--- config.mk ---
export PLATFORM = sky130hd
export DESIGN_NAME = uart_tx_fifo_flat
export DESIGN_NICKNAME = d
export VERILOG_FILES = /design/src/rtl/UART_pkg.sv /design/src/rtl/uart_tx_fifo_if.sv /design/src/rtl/uart_sync_fifo.sv /design/src/rtl/uart_tx_fifo.sv /design/src/flat_wrapper.sv
export SDC_FILE = /design/constraint.sdc
export NUM_CORES = 1
export LEC_CHECK = 0
export BUFFER_PORTS_ARGS = -buffer_cell sky130_fd_sc_hd__buf_2
export CORE_UTILIZATION = 30
export CTS_CLUSTER_SIZE = 8
export DETAILED_ROUTE_END_ITERATION = 10
export SYNTH_ARGS = -nofsm -noshare
export SYNTH_HDL_FRONTEND = slang
export SYNTH_SLANG_ARGS = --single-unit
export TNS_END_PERCENT = 100
--- constraint.sdc ---
create_clock -name clk -period 5.3 [get_ports clk]
set_input_delay 0.265 -clock clk [delete_from_list [all_inputs] [get_ports clk]]
set_output_delay 0.265 -clock clk [all_outputs]
set_load 0.02 [all_outputs]
--- src/rtl/UART_pkg.sv ---
// Shared UART types and constants: byte type, TX FIFO depth, drain FSM states.
// Latency: n/a (types and constants only).
// Backpressure: n/a.
package UART_pkg;

  localparam int UART_DATA_W          = 8;
  localparam int UART_TX_FIFO_DEPTH   = 16;
  localparam int UART_TX_BUSY_TIMEOUT = 4;

  typedef logic [UART_DATA_W-1:0] uart_data_t;

  typedef enum logic [1:0] {
    IDLE      = 2'd0,
    SEND      = 2'd1,
    WAIT_BUSY = 2'd2
  } uart_tx_fifo_state_t;

endpackage

--- src/rtl/uart_tx_fifo_if.sv ---
// Producer-side byte handshake plus UART-core transmit signals of the TX FIFO.
// Latency: n/a (wires only).
// Backpressure: in_ready from the slave throttles the producer's in_valid.
interface uart_tx_fifo_if
  import UART_pkg::*;
#(
  parameter int DATA_W = UART_DATA_W,
  parameter int DEPTH  = UART_TX_FIFO_DEPTH
);
  localparam int ADDR_W = $clog2(DEPTH);

  logic              flush;
  logic [DATA_W-1:0] in_data;
  logic              in_valid;
  logic              in_ready;
  logic [DATA_W-1:0] uart_tx_data;
  logic              uart_tx_send;
  logic              uart_tx_data_ready;
  logic [ADDR_W:0]   count;
  logic              empty;
  logic              full;

  // Producer / UART-core side of the block.
  modport master (
    output flush, in_data, in_valid, uart_tx_data_ready,
    input  in_ready, uart_tx_data, uart_tx_send, count, empty, full
  );

  // The TX FIFO itself.
  modport slave (
    input  flush, in_data, in_valid, uart_tx_data_ready,
    output in_ready, uart_tx_data, uart_tx_send, count, empty, full
  );
endinterface

--- src/rtl/uart_sync_fifo.sv ---
// Generic synchronous FIFO: memory, wrapping pointers, occupancy count, full/empty.
// Latency: write visible at head one cycle after push; rd_data_o is combinational head.
// Backpressure: push ignored when full, pop ignored when empty; flush wins over both.
module uart_sync_fifo
  import UART_pkg::*;
#(
  parameter int DATA_W = UART_DATA_W,
  parameter int DEPTH  = UART_TX_FIFO_DEPTH
) (
  input  logic                     clk,
  input  logic                     rst,
  input  logic                     flush_i,
  input  logic                     push_i,
  input  logic [DATA_W-1:0]        wr_data_i,
  input  logic                     pop_i,
  output logic [DATA_W-1:0]        rd_data_o,
  output logic [$clog2(DEPTH):0]   count_o,
  output logic                     full_o,
  output logic                     empty_o
);
  localparam int ADDR_W = $clog2(DEPTH);

  logic [DATA_W-1:0] mem_q [DEPTH];
  logic [ADDR_W-1:0] wr_ptr_q, wr_ptr_d;
  logic [ADDR_W-1:0] rd_ptr_q, rd_ptr_d;
  logic [ADDR_W:0]   count_q, count_d;
  logic              do_push, do_pop;

  assign full_o    = (count_q == (ADDR_W+1)'(DEPTH));
  assign empty_o   = (count_q == '0);
  assign do_push   = push_i && !full_o && !flush_i;
  assign do_pop    = pop_i && !empty_o && !flush_i;
  assign rd_data_o = mem_q[rd_ptr_q];
  assign count_o   = count_q;

  // Next pointers and count; flush clears everything, pointers wrap naturally.
  always_comb begin
    wr_ptr_d = wr_ptr_q;
    rd_ptr_d = rd_ptr_q;
    count_d  = count_q;
    if (flush_i) begin
      wr_ptr_d = '0;
      rd_ptr_d = '0;
      count_d  = '0;
    end else begin
      if (do_push) wr_ptr_d = wr_ptr_q + 1'b1;
      if (do_pop)  rd_ptr_d = rd_ptr_q + 1'b1;
      case ({do_push, do_pop})
        2'b10:   count_d = count_q + 1'b1;
        2'b01:   count_d = count_q - 1'b1;
        default: count_d = count_q;
      endcase
    end
  end

  // Pointer and count registers.
  always_ff @(posedge clk) begin
    if (rst) begin
      wr_ptr_q <= '0;
      rd_ptr_q <= '0;
      count_q  <= '0;
    end else begin
      wr_ptr_q <= wr_ptr_d;
      rd_ptr_q <= rd_ptr_d;
      count_q  <= count_d;
    end
  end

  // Storage is never reset; only accepted pushes write it.
  always_ff @(posedge clk) begin
    if (do_push) mem_q[wr_ptr_q] <= wr_data_i;
  end

endmodule

--- src/rtl/uart_tx_fifo.sv ---
// Buffers producer bytes and drains them to the UART core, one send pulse per byte.
// Latency: >=1 cycle push-to-pop, send pulse the cycle after pop; >=3 cycles between pulses.
// Backpressure: in_ready low when full, in reset or flushing; drain waits on tx_data_ready.
module uart_tx_fifo
  import UART_pkg::*;
#(
  parameter int DATA_W       = UART_DATA_W,
  parameter int DEPTH        = UART_TX_FIFO_DEPTH,
  parameter int BUSY_TIMEOUT = UART_TX_BUSY_TIMEOUT
) (
  input  logic          clk,
  input  logic          rst,
  uart_tx_fifo_if.slave bus
);
  localparam int ADDR_W = $clog2(DEPTH);
  localparam int TMO_W  = $clog2(BUSY_TIMEOUT + 1);

  uart_tx_fifo_state_t state_q, state_d;
  logic [TMO_W-1:0]    tmo_q, tmo_d;
  logic [DATA_W-1:0]   tx_data_q, tx_data_d;
  logic                push, pop;
  logic [DATA_W-1:0]   head;
  logic [ADDR_W:0]     fifo_count;
  logic                fifo_full, fifo_empty;

  assign bus.in_ready     = !fifo_full && !rst && !bus.flush;
  assign push             = bus.in_valid && bus.in_ready;
  assign bus.uart_tx_send = (state_q == SEND);
  assign bus.uart_tx_data = tx_data_q;
  assign bus.count        = fifo_count;
  assign bus.empty        = fifo_empty;
  assign bus.full         = fifo_full;

  uart_sync_fifo #(
    .DATA_W (DATA_W),
    .DEPTH  (DEPTH)
  ) u_fifo (
    .clk       (clk),
    .rst       (rst),
    .flush_i   (bus.flush),
    .push_i    (push),
    .wr_data_i (bus.in_data),
    .pop_i     (pop),
    .rd_data_o (head),
    .count_o   (fifo_count),
    .full_o    (fifo_full),
    .empty_o   (fifo_empty)
  );

  // Drain FSM: pop on IDLE->SEND, pulse for one cycle, then wait for the UART to go busy.
  always_comb begin
    state_d   = state_q;
    tmo_d     = tmo_q;
    tx_data_d = tx_data_q;
    pop       = 1'b0;
    case (state_q)
      IDLE: begin
        if (!fifo_empty && bus.uart_tx_data_ready && !bus.flush) begin
          pop       = 1'b1;
          tx_data_d = head;
          state_d   = SEND;
        end
      end
      SEND: begin
        tmo_d   = '0;
        state_d = WAIT_BUSY;
      end
      WAIT_BUSY: begin
        tmo_d = tmo_q + 1'b1;
        // A UART that never reports busy must not stall the drain forever.
        if (!bus.uart_tx_data_ready || (tmo_q == TMO_W'(BUSY_TIMEOUT - 1))) begin
          state_d = IDLE;
        end
      end
      default: state_d = IDLE;
    endcase
    if (bus.flush) state_d = IDLE;
  end

  // FSM, timeout counter and held output byte.
  always_ff @(posedge clk) begin
    if (rst) begin
      state_q   <= IDLE;
      tmo_q     <= '0;
      tx_data_q <= '0;
    end else begin
      state_q   <= state_d;
      tmo_q     <= tmo_d;
      tx_data_q <= tx_data_d;
    end
  end

endmodule
--- src/flat_wrapper.sv ---
// flat-port wrapper written by rule: the top's interface ports become plain ports
module uart_tx_fifo_flat import UART_pkg::*;
#(
  parameter int DATA_W       = UART_DATA_W,
  parameter int DEPTH        = UART_TX_FIFO_DEPTH,
  parameter int BUSY_TIMEOUT = UART_TX_BUSY_TIMEOUT
)
  (clk, rst, bus_flush, bus_in_data, bus_in_valid, bus_uart_tx_data_ready, bus_in_ready, bus_uart_tx_data, bus_uart_tx_send, bus_count, bus_empty, bus_full);
  uart_tx_fifo_if #(.DATA_W(DATA_W), .DEPTH(DEPTH)) bus_i ();
  input  logic clk;
  input  logic rst;
  input wire logic [$bits(bus_i.flush)-1:0] bus_flush;
  input wire logic [$bits(bus_i.in_data)-1:0] bus_in_data;
  input wire logic [$bits(bus_i.in_valid)-1:0] bus_in_valid;
  input wire logic [$bits(bus_i.uart_tx_data_ready)-1:0] bus_uart_tx_data_ready;
  output wire logic [$bits(bus_i.in_ready)-1:0] bus_in_ready;
  output wire logic [$bits(bus_i.uart_tx_data)-1:0] bus_uart_tx_data;
  output wire logic [$bits(bus_i.uart_tx_send)-1:0] bus_uart_tx_send;
  output wire logic [$bits(bus_i.count)-1:0] bus_count;
  output wire logic [$bits(bus_i.empty)-1:0] bus_empty;
  output wire logic [$bits(bus_i.full)-1:0] bus_full;
  assign bus_i.flush = bus_flush;
  assign bus_i.in_data = bus_in_data;
  assign bus_i.in_valid = bus_in_valid;
  assign bus_i.uart_tx_data_ready = bus_uart_tx_data_ready;
  assign bus_in_ready = bus_i.in_ready;
  assign bus_uart_tx_data = bus_i.uart_tx_data;
  assign bus_uart_tx_send = bus_i.uart_tx_send;
  assign bus_count = bus_i.count;
  assign bus_empty = bus_i.empty;
  assign bus_full = bus_i.full;
  uart_tx_fifo #(.DATA_W(DATA_W), .DEPTH(DEPTH), .BUSY_TIMEOUT(BUSY_TIMEOUT)) u_core (.clk(clk), .rst(rst), .bus(bus_i));
endmodule
Word-level counts from Yosys, hierarchy flattened
Memories as Yosys holds them, arrays and structs flattened. A register that Yosys moved wholly into a read port is not among the register bits.
Cells that the tools add are included.

word-level totals
  register bits = 18
  bits in writable memories = 128
  word-level logic and storage cells = 50
  memories kept = 1

operators by class
  add/subtract/negate cells = 5
  eq/ne operators = 8
  mux-type cells = 9
  reductions and logical operators = 22

memories
  name                 words  bits a word  rd ports  clocked after Yosys merged registers in  wr ports  RTL line              text
  u_core.u_fifo.mem_q  16     8            1         1                                        1         uart_sync_fifo.sv:23  logic [DATA_W-1:0] mem_q [DEPTH];

operators by type and width
  kind                                              number
  case mux 5 bit (2 select lines)                   1
  logical AND 1 bit                                 9
  adder 4 x 1 -> 4 bit, second input constant       2
  case mux 2 bit (3 select lines)                   1
  case mux 3 bit (2 select lines)                   1
  adder 5 x 1 -> 5 bit, second input constant       1
  == test 5 bit, second input constant              1
  zero test 1 bit                                   5
  zero test 5 bit                                   1
  subtractor 5 x 1 -> 5 bit, second input constant  1
  == test 2 x 1 -> 1 bit, second input constant     2
  == test 2 bit, second input constant              2
  2-to-1 mux 1 bit                                  4
  2-to-1 mux 2 bit                                  2
  != test 2 x 1 -> 1 bit, second input constant     2
  AND reduction 2 bit                               2
  nonzero test 2 bit                                2
  adder 3 x 1 -> 3 bit, second input constant       1
  == test 3 x 2 -> 1 bit, second input constant     1
  zero test 2 bit                                   1
  OR reduction 2 bit                                1
  logical OR 1 bit                                  1

Logic depth before layout (Yosys ltp)
Gate-level depths: netlist (run 1).

  depth in word-level cells = 10
  mapped depth = 12

Hierarchy
A second synthesis (run 1) with hierarchy kept.

second synthesis, totals
  cell total of the unflattened synthesis = 374
  area total of the unflattened synthesis = 6535.0 um^2

modules (own cells, without submodules)
  module          instances  cells an instance  area an instance (um^2)  sequential area each (um^2)
  uart_sync_fifo  1          304                5948.2                   4184.0
  uart_tx_fifo    1          70                 586.8                    260.2

Least setup slack after synthesis (run 1)
Ideal clock, no wire load.

  path type = register to register
  start = reg u_core.u_fifo.count_q[0] (netlist: u_core.u_fifo.count_o[0])
  end = reg u_core.u_fifo.count_q[4] (netlist: u_core.u_fifo.count_o[4])
  setup time = 71 ps
  data arrival time = 2820 ps
  data required time = 5229 ps
  path slack = 2409 ps
  stages on the path, launching flop included = 13
  cells stage by stage = dfxtp_1 > or4_4 > o211a_1 > buf_6 > inv_1 > ha_1 > inv_1 > fa_1 > nor2b_1 > o21ai_0 > nor4b_1 > or3_1 > a21oi_1

between the ends
  cells in the longest elaborated chain, start to end = 10

ends and longest elaborated chain
  element                                                                       RTL line                                  text
  from (decl)                                                                   uart_sync_fifo.sv:26                      logic [ADDR_W:0] count_q, count_d;
  from (signal assigned)                                                        uart_sync_fifo.sv:65                      count_q <= count_d;
  zero test 5 bit                                                               uart_sync_fifo.sv:30                      assign empty_o = (count_q == '0);
  zero test 1 bit                                                               uart_sync_fifo.sv:32, uart_tx_fifo.sv:58
  logical AND 1 bit (2 in series)                                               uart_tx_fifo.sv:58                        if (!fifo_empty && bus.uart_tx_data_ready && !bus.flush) begin
  2-to-1 mux 1 bit                                                              uart_tx_fifo.sv:58
  2-to-1 mux 1 bit                                                              uart_tx_fifo.sv:56                        case (state_q)
  logical AND 1 bit (2 in series)                                               uart_sync_fifo.sv:32                      assign do_pop = pop_i && !empty_o && !flush_i;
  == test 2 x 1 -> 1 bit / == test 2 bit (equally long branches)                uart_sync_fifo.sv:48                      case ({do_push, do_pop})
  case mux 5 bit (2 select lines) / nonzero test 2 bit (equally long branches)  n/a

Parallel ways exist; a longest one is shown, timed or not.
A chain may end at the register's enable or synchronous reset.

Worst setup path after layout (run 1)
Same ends and word-level chain as after synthesis.

==> results.ini, run 1 <==
[run_status]
status = finished clean

[finish]
syn_to_final_growth_pct = 15.0
drive_above_1_share_pct = 15.1
nNetsFinal = 487
antennaDiodeCount = 0
n_fill_cell = 2013
finalInstanceArea_um2 = 7360
final_util_pct = 35.1

[critical_path]
start_kind = flop
critPathKind = flop to flop
critPathMaxFanout = 9
r2r_end = u_core.u_fifo.count_o[4]$_SDFFE_PP0P_
crit_slowest_cell = or4_4
cp.arrival_ns = 3.54
crit_path_start = u_core.u_fifo.count_o[0]$_SDFFE_PP0P_
cp.required_ns = 5.65
r2r_setup_slack_ns = 2.11
rr_startpoint = u_core.u_fifo.count_o[0]$_SDFFE_PP0P_
crit_buf_inv = 2
slowest_delay_ns = 0.58
crit_cells = 11
end_kind = flop
worstPathCellList = or4_4, o211a_1, inv_1, ha_1, inv_1, fa_1, nor2b_1, o21ai_0, nor4b_1, or3_1, a21oi_1
crit_top_cell = inv_1
path_delay_family = simple AND/OR/NAND/NOR gates
reg2regPathDepth = 11
critPathCapture = u_core.u_fifo.count_o[4]$_SDFFE_PP0P_

[floorplanning]
die_w_um = 148
core_um2 = 21000
die-area_um2 = 21900
initial_core_util_pct = 30.5
row_count = 53
ios = 30
die_h_um = 148

[timing]
fin_crit_sh_pct = 60.1
hold_viol_final = 0
tightestPinTransition_ns = 1.20
period_minus_slack_ns = 3.19
setup_viol = 0
max-slew-margin-rel_pct = 19.2
whs_ns = 0.217
drv_slew = 0
fin_setup_tns_ns = 0
fin_worst_skew_ns = 0.00647
rsz0062_at_grt = false
fmax_mhz = 314

[yosys]
synth_xor_area_share_pct = 0.821
synth.distinct_cells = 40
synth-simple-area-share_pct = 6.96
synth_edf_count = 128
ys_seq_area_share_pct = 68.2
synthArstFlopShare_pct = 0
syn_area_um2 = 6400
synthMuxAreaShare_pct = 10.2
synthFlopType = edfxtp_1
ys_warn_count = 0
netlist_instances = 432
syn_nets = 460
ys_ff_latch = 154
syn_area_per_cell_um2 = 14.8
synth-compound-area-share_pct = 8.00
synth_fa_ha_area_share_pct = 3.05
synth_top_family_by_area = multiplexers

[placement]
routabilityCongestion = 0.823
place_area_um2 = 6770
io_buffer_count = 29
hpwl_um = 8520

[cts]
h-tree-depth = 4
cts-root-buf = clkbuf_16
clkTransAtPathRegs_ns = 0.06
cts_tree = done
clock_latency_ns = 0.42
cts-buffers-inserted = 17
cts_resized = 0
clockBufferDepth = 2
holdBufCountCts = 0
cts_sinks = 154
cts_setup_buffers = 0

[run]
cap_violations = 0

[drt]
drc = 0
drt-total-wl_um = 12900
dr.pass1.iters = 5
vias = 3601
first_iter_violations = 288
postRouteAntennaNets = 0
viasPerCell = 4.83
avgRoutedWirePerCell_um = 17.3

[global_routing]
grt_max_degree = 42
grt-ovfl-total = 0
grtUsageTotal_pct = 12.7
grt_pass1_vias = 3625
grt_pass1_wl_um = 20100
antenna_found_initial = 0

[worst_hold_path]
hold_class = primary input to flop
hold_depth = 2

[power]
ir_worst_vdd_uv = 202
leakagePower_uw = 0.00228
power_density_nw_per_um2 = 350

-- cells in the mapped netlist, types with 2 or more instances --
cell type,instances,area share (%)
nand2b_1,6,0.59
buf_1,3,0.18
nor3_1,7,0.55
nand3b_1,3,0.35
or3_1,2,0.20
or2_2,2,0.20
buf_4,7,0.82
or3b_1,2,0.27
xnor2_1,2,0.27
ha_1,14,2.7
o22ai_1,23,2.2
nor2b_1,4,0.39
nor2_1,42,2.5
edfxtp_1,128,60
a311oi_2,6,1.4
nand3_1,6,0.47
o21ai_0,11,0.86
clkbuf_1,9,0.53
o32a_1,2,0.31
nand2_1,12,0.70
buf_6,3,0.53
inv_1,11,0.65
dfxtp_1,26,8.1
a211oi_2,2,0.39
mux2i_1,65,10
xor2_1,4,0.55
a21oi_1,7,0.55
o31ai_1,4,0.47
o221ai_1,8,1.1
-- final cells by class --
class	count	area, µm²	area share [%]
flip-flops and latches	154	4370	59.4
multi-input cells	244	1860	25.2
clock buffers	19	433	5.88
well taps	275	344	4.68
repair buffers	31	160	2.18
clock inverters	12	155	2.11
inverters	11	41.3	0.561
-- how the worst min path moves through the flow --
stage | from | endpoint | slack [ns]
2_1_floorplan | rst | u_core.tmo_q[2]$_SDFFE_PP0P_ | 0.34
3_3_place_gp | u_core.tmo_q[1]$_SDFFE_PP0P_ | u_core.tmo_q[1]$_SDFFE_PP0P_ | 0.46
3_5_place_dp | u_core.tmo_q[0]$_SDFFE_PP0P_ | u_core.tmo_q[0]$_SDFFE_PP0P_ | 0.48
4_1_cts | rst | u_core.tmo_q[2]$_SDFFE_PP0P_ | 0.21
5_1_grt | rst | u_core.tmo_q[0]$_SDFFE_PP0P_ | 0.23
6_report | rst | u_core.tmo_q[2]$_SDFFE_PP0P_ | 0.22
-- report_power, final --
group	total, µW	switching [µW]	internal [µW]
Clock	1220	442	774
Sequential	1310	1.99	1310
Combinational	47.5	36.3	11.2
Total	2580	481	2100
-- layout by cell type, fill, tap and decap left out, drive strengths merged, types with 8 or more instances in the layout --
cell,instances
buf,31
clkbuf,19
clkinv,8
dfxtp,26
edfxtp,128
ha,14
inv,11
mux2i,65
nand2,13
nor2,42
o21ai,11
o221ai,8
o22ai,23
-- logic make-up (layout without fill, tap and decap cells) --
family | Yosys count | after routing
flip-flops | 154 | 154
AND/OR/NAND/NOR | 91 | 91
AO/OA/AOI/OAI | 67 | 67
multiplexers | 65 | 65
buffers and inverters | 34 | 73
adder cells (fa/ha/maj) | 15 | 15
XOR/XNOR | 6 | 6
-- metal layers --
layer | GRT usage [%] | vias up | share of wire, %
met5 | 0 | - | 0
met3 | 3.49 | 16 | 5.4
met1 | 15.9 | 1794 | 45
met2 | 20.7 | 89 | 48
met4 | 5.15 | 0 | 1.7
li1 | - | 1702 | -
-- flip-flops by register name, summed over array words and instances, names as in the netlist --
register and flops:
u_core.state_q 2, u_core.u_fifo.rd_ptr_q 4, u_core.bus.uart_tx_data 8, u_core.u_fifo.wr_ptr_q 4
u_core.u_fifo.mem_q 128, u_core.u_fifo.count_o 5, u_core.tmo_q 3
-- stage by stage --
step	power, µW	setup slack [ns]	cells
after floorplan	1360	2.41	432
after global placement	1390	2.34	715
after detailed placement	1390	2.15	715
after CTS	2600	2.15	746
after global routing	2650	1.92	746
final	2580	2.11	746
Note: power is estimated with default switching activity, not from simulation.
==> inputs of run 2 (changes only) <==
Clock period 5.3 ns to 3.1 ns, I/O delays scaled along.
==> run 2 against run 1 <==
- clock skew is essentially flat
- cell count rose by 1.1%
- sequential share of layout area is 0.98 points lower
- global-route usage is 0.29 points lower
- fmax rose by 11%
- die area stayed put
- flip-flop and latch count did not move
- sequential power grew 72%
- largest cell class unchanged
- largest power group is now the clock network
- highest routed layer unchanged
==> results.ini, run 2 (synthesis results as in run 1) <==
[finish]
nNetsFinal = 494
stdcell_count = 754
n_fill_cell = 2005
mostFrequentLayoutCells = edfxtp_1 (128), mux2i_1 (65), nor2_1 (42)
antennaDiodeCount = 0
layout_commonest_cell = edfxtp_1
drive_above_1_share_pct = 17.1
top_register = u_core.u_fifo.mem_q
largest_reg_flops = 128
syn_to_final_growth_pct = 16.9

[cts]
cts_sinks = 154
cts-root-buf = clkbuf_16
cts_tree = done
clockBufferDepth = 2
clkTransAtPathRegs_ns = 0.06
cts-buffers-inserted = 17
holdBufCountCts = 0
h-tree-depth = 4
clock_latency_ns = 0.41

[drt]
first_iter_violations = 244
postRouteAntennaNets = 0
drt-total-wl_um = 12800
vias = 3604
dr.pass1.iters = 5
drc = 0
avgRoutedWirePerCell_um = 17.0
viasPerCell = 4.78

[critical_path]
end_kind = flop
rr_startpoint = u_core.u_fifo.count_o[0]$_SDFFE_PP0P_
slowest_delay_ns = 0.58
cp.arrival_ns = 3.22
critPathMaxFanout = 5
crit_slowest_cell = or4_4
worstPathCellList = or4_4, o211a_1, inv_1, ha_2, inv_1, fa_1, nor2b_1, o21ai_0, nor4b_1, or3_1, a21oi_1
cp.required_ns = 3.44
start_kind = flop
critPathKind = flop to flop
r2r_end = u_core.u_fifo.count_o[4]$_SDFFE_PP0P_
r2r_setup_slack_ns = 0.22
reg2regPathDepth = 11
crit_top_cell = inv_1

[global_routing]
antenna_found_initial = 0
grt_pass1_wl_um = 19900
grt-ovfl-total = 0
grt_pass1_vias = 3610
grtUsageTotal_pct = 12.4
grt_max_degree = 39

[floorplanning]
initial_core_util_pct = 30.5
die-area_um2 = 21900
row_count = 53
core_um2 = 21000
die_w_um = 148
die_h_um = 148
ios = 30

[placement]
routabilityCongestion = 0.823
io_buffer_count = 29
hpwl_um = 8730
dpl.cell_count = 722

[timing]
fin_setup_tns_ns = 0
drv_slew = 0
setup_viol = 0
period_minus_slack_ns = 2.88
tightestPinTransition_ns = 1.15
fin_crit_sh_pct = 92.8
max-slew-margin-rel_pct = 22.6
hold_viol_final = 0
fmax_mhz = 347
rsz0062_at_grt = false
fin_worst_skew_ns = 0.00657

[power]
ir_worst_vdd_uv = 315
leakagePower_uw = 0.00233
power_density_nw_per_um2 = 614
p_total_uw = 4600

[worst_hold_path]
holdPathEnd = u_core.tmo_q[2]$_SDFFE_PP0P_
hold_class = primary input to flop
worstHoldStart = rst
hold_depth = 2

[run_status]
status = finished clean

[run]
cap_violations = 0

## run 2: cell types whose count changed in the layout (fill, tap and decap cells not counted)
| cell | before | now |
|---|---|---|
| bufinv_16 | 4 | 6 |
| clkinvlp_4 | 0 | 3 |
| ha_2 | 0 | 1 |
| ha_1 | 14 | 13 |
| buf_4 | 2 | 9 |
| clkinv_1 | 4 | 2 |
| clkinv_2 | 4 | 1 |
| clkinv_4 | 0 | 1 |
## run 2: power by group
part | internal, µW | leakage, µW | switching (µW) | total, µW
combinational | 21.0 | 0.000663 | 60.3 | 81.3
sequential | 2240 | 0.00136 | 3.30 | 2250
clock | 1500 | 0.000308 | 766 | 2270
## run 2: critical path: cells and delay by family, from the launching register on
family / cells / cell delay, ns
AO/OA/AOI/OAI: 3 / 0.48
adder cells (fa/ha/maj): 2 / 0.61
buffers and inverters: 2 / 0.15
flip-flops: 1 / 0.35
AND/OR/NAND/NOR: 4 / 1.21
## run 2: per-layer routing
metal / GRT usage [%] / share of wire, % / vias up
li1: - / - / 1726
met1: 15.8 / 44 / 1783
met2: 20.4 / 49 / 86
met3: 3.27 / 6.1 / 9
met4: 4.28 / 1.0 / 0
met5: 0 / 0 / -
## run 2: how the worst max path moves through the flow
stage,startpoint,to,cells past startpoint
floorplan,u_core.u_fifo.count_o[0]$_SDFFE_PP0P_,u_core.u_fifo.count_o[4]$_SDFFE_PP0P_,12
global placement,u_core.u_fifo.count_o[0]$_SDFFE_PP0P_,u_core.u_fifo.count_o[4]$_SDFFE_PP0P_,11
detailed placement,u_core.u_fifo.count_o[0]$_SDFFE_PP0P_,u_core.u_fifo.count_o[4]$_SDFFE_PP0P_,11
CTS,u_core.u_fifo.count_o[0]$_SDFFE_PP0P_,u_core.u_fifo.count_o[4]$_SDFFE_PP0P_,11
global route,u_core.u_fifo.count_o[0]$_SDFFE_PP0P_,u_core.u_fifo.count_o[4]$_SDFFE_PP0P_,11
finish,u_core.u_fifo.count_o[0]$_SDFFE_PP0P_,u_core.u_fifo.count_o[4]$_SDFFE_PP0P_,11
## run 2: cell type report
| class | count | area (µm²) | share of cell area [%] |
|---|---|---|---|
| Sequential cell | 154 | 4370 | 58.4 |
| Multi-Input combinational cell | 244 | 1860 | 24.8 |
| Clock buffer | 19 | 433 | 5.79 |
| Tap cell | 275 | 344 | 4.60 |
| Clock inverter | 13 | 224 | 2.99 |
| Timing Repair Buffer | 38 | 213 | 2.84 |
| Inverter | 11 | 41.3 | 0.552 |
## run 2: metrics by stage
| step | instance area, µm² | utilization (%) | setup slack [ns] | hold slack (ns) |
|---|---|---|---|---|
| 2_1_floorplan | 6400 | - | 0.209 | 0.227 |
| 3_3_place_gp | 6820 | 32.6 | 0.296 | 0.462 |
| 3_5_place_dp | 6820 | 32.6 | 0.182 | 0.480 |
| 4_1_cts | 7480 | 35.7 | 0.155 | 0.111 |
| 5_1_grt | 7480 | 35.7 | 0.00678 | 0.141 |
| 6_report | 7480 | 35.7 | 0.222 | 0.138 |
## run 2: repair_timing
action                                  CTS  global route
endpoints found under the hold margin     0             0
endpoints found under the setup margin    0             1
resized for setup                         0             1
buffers inserted                          0             0
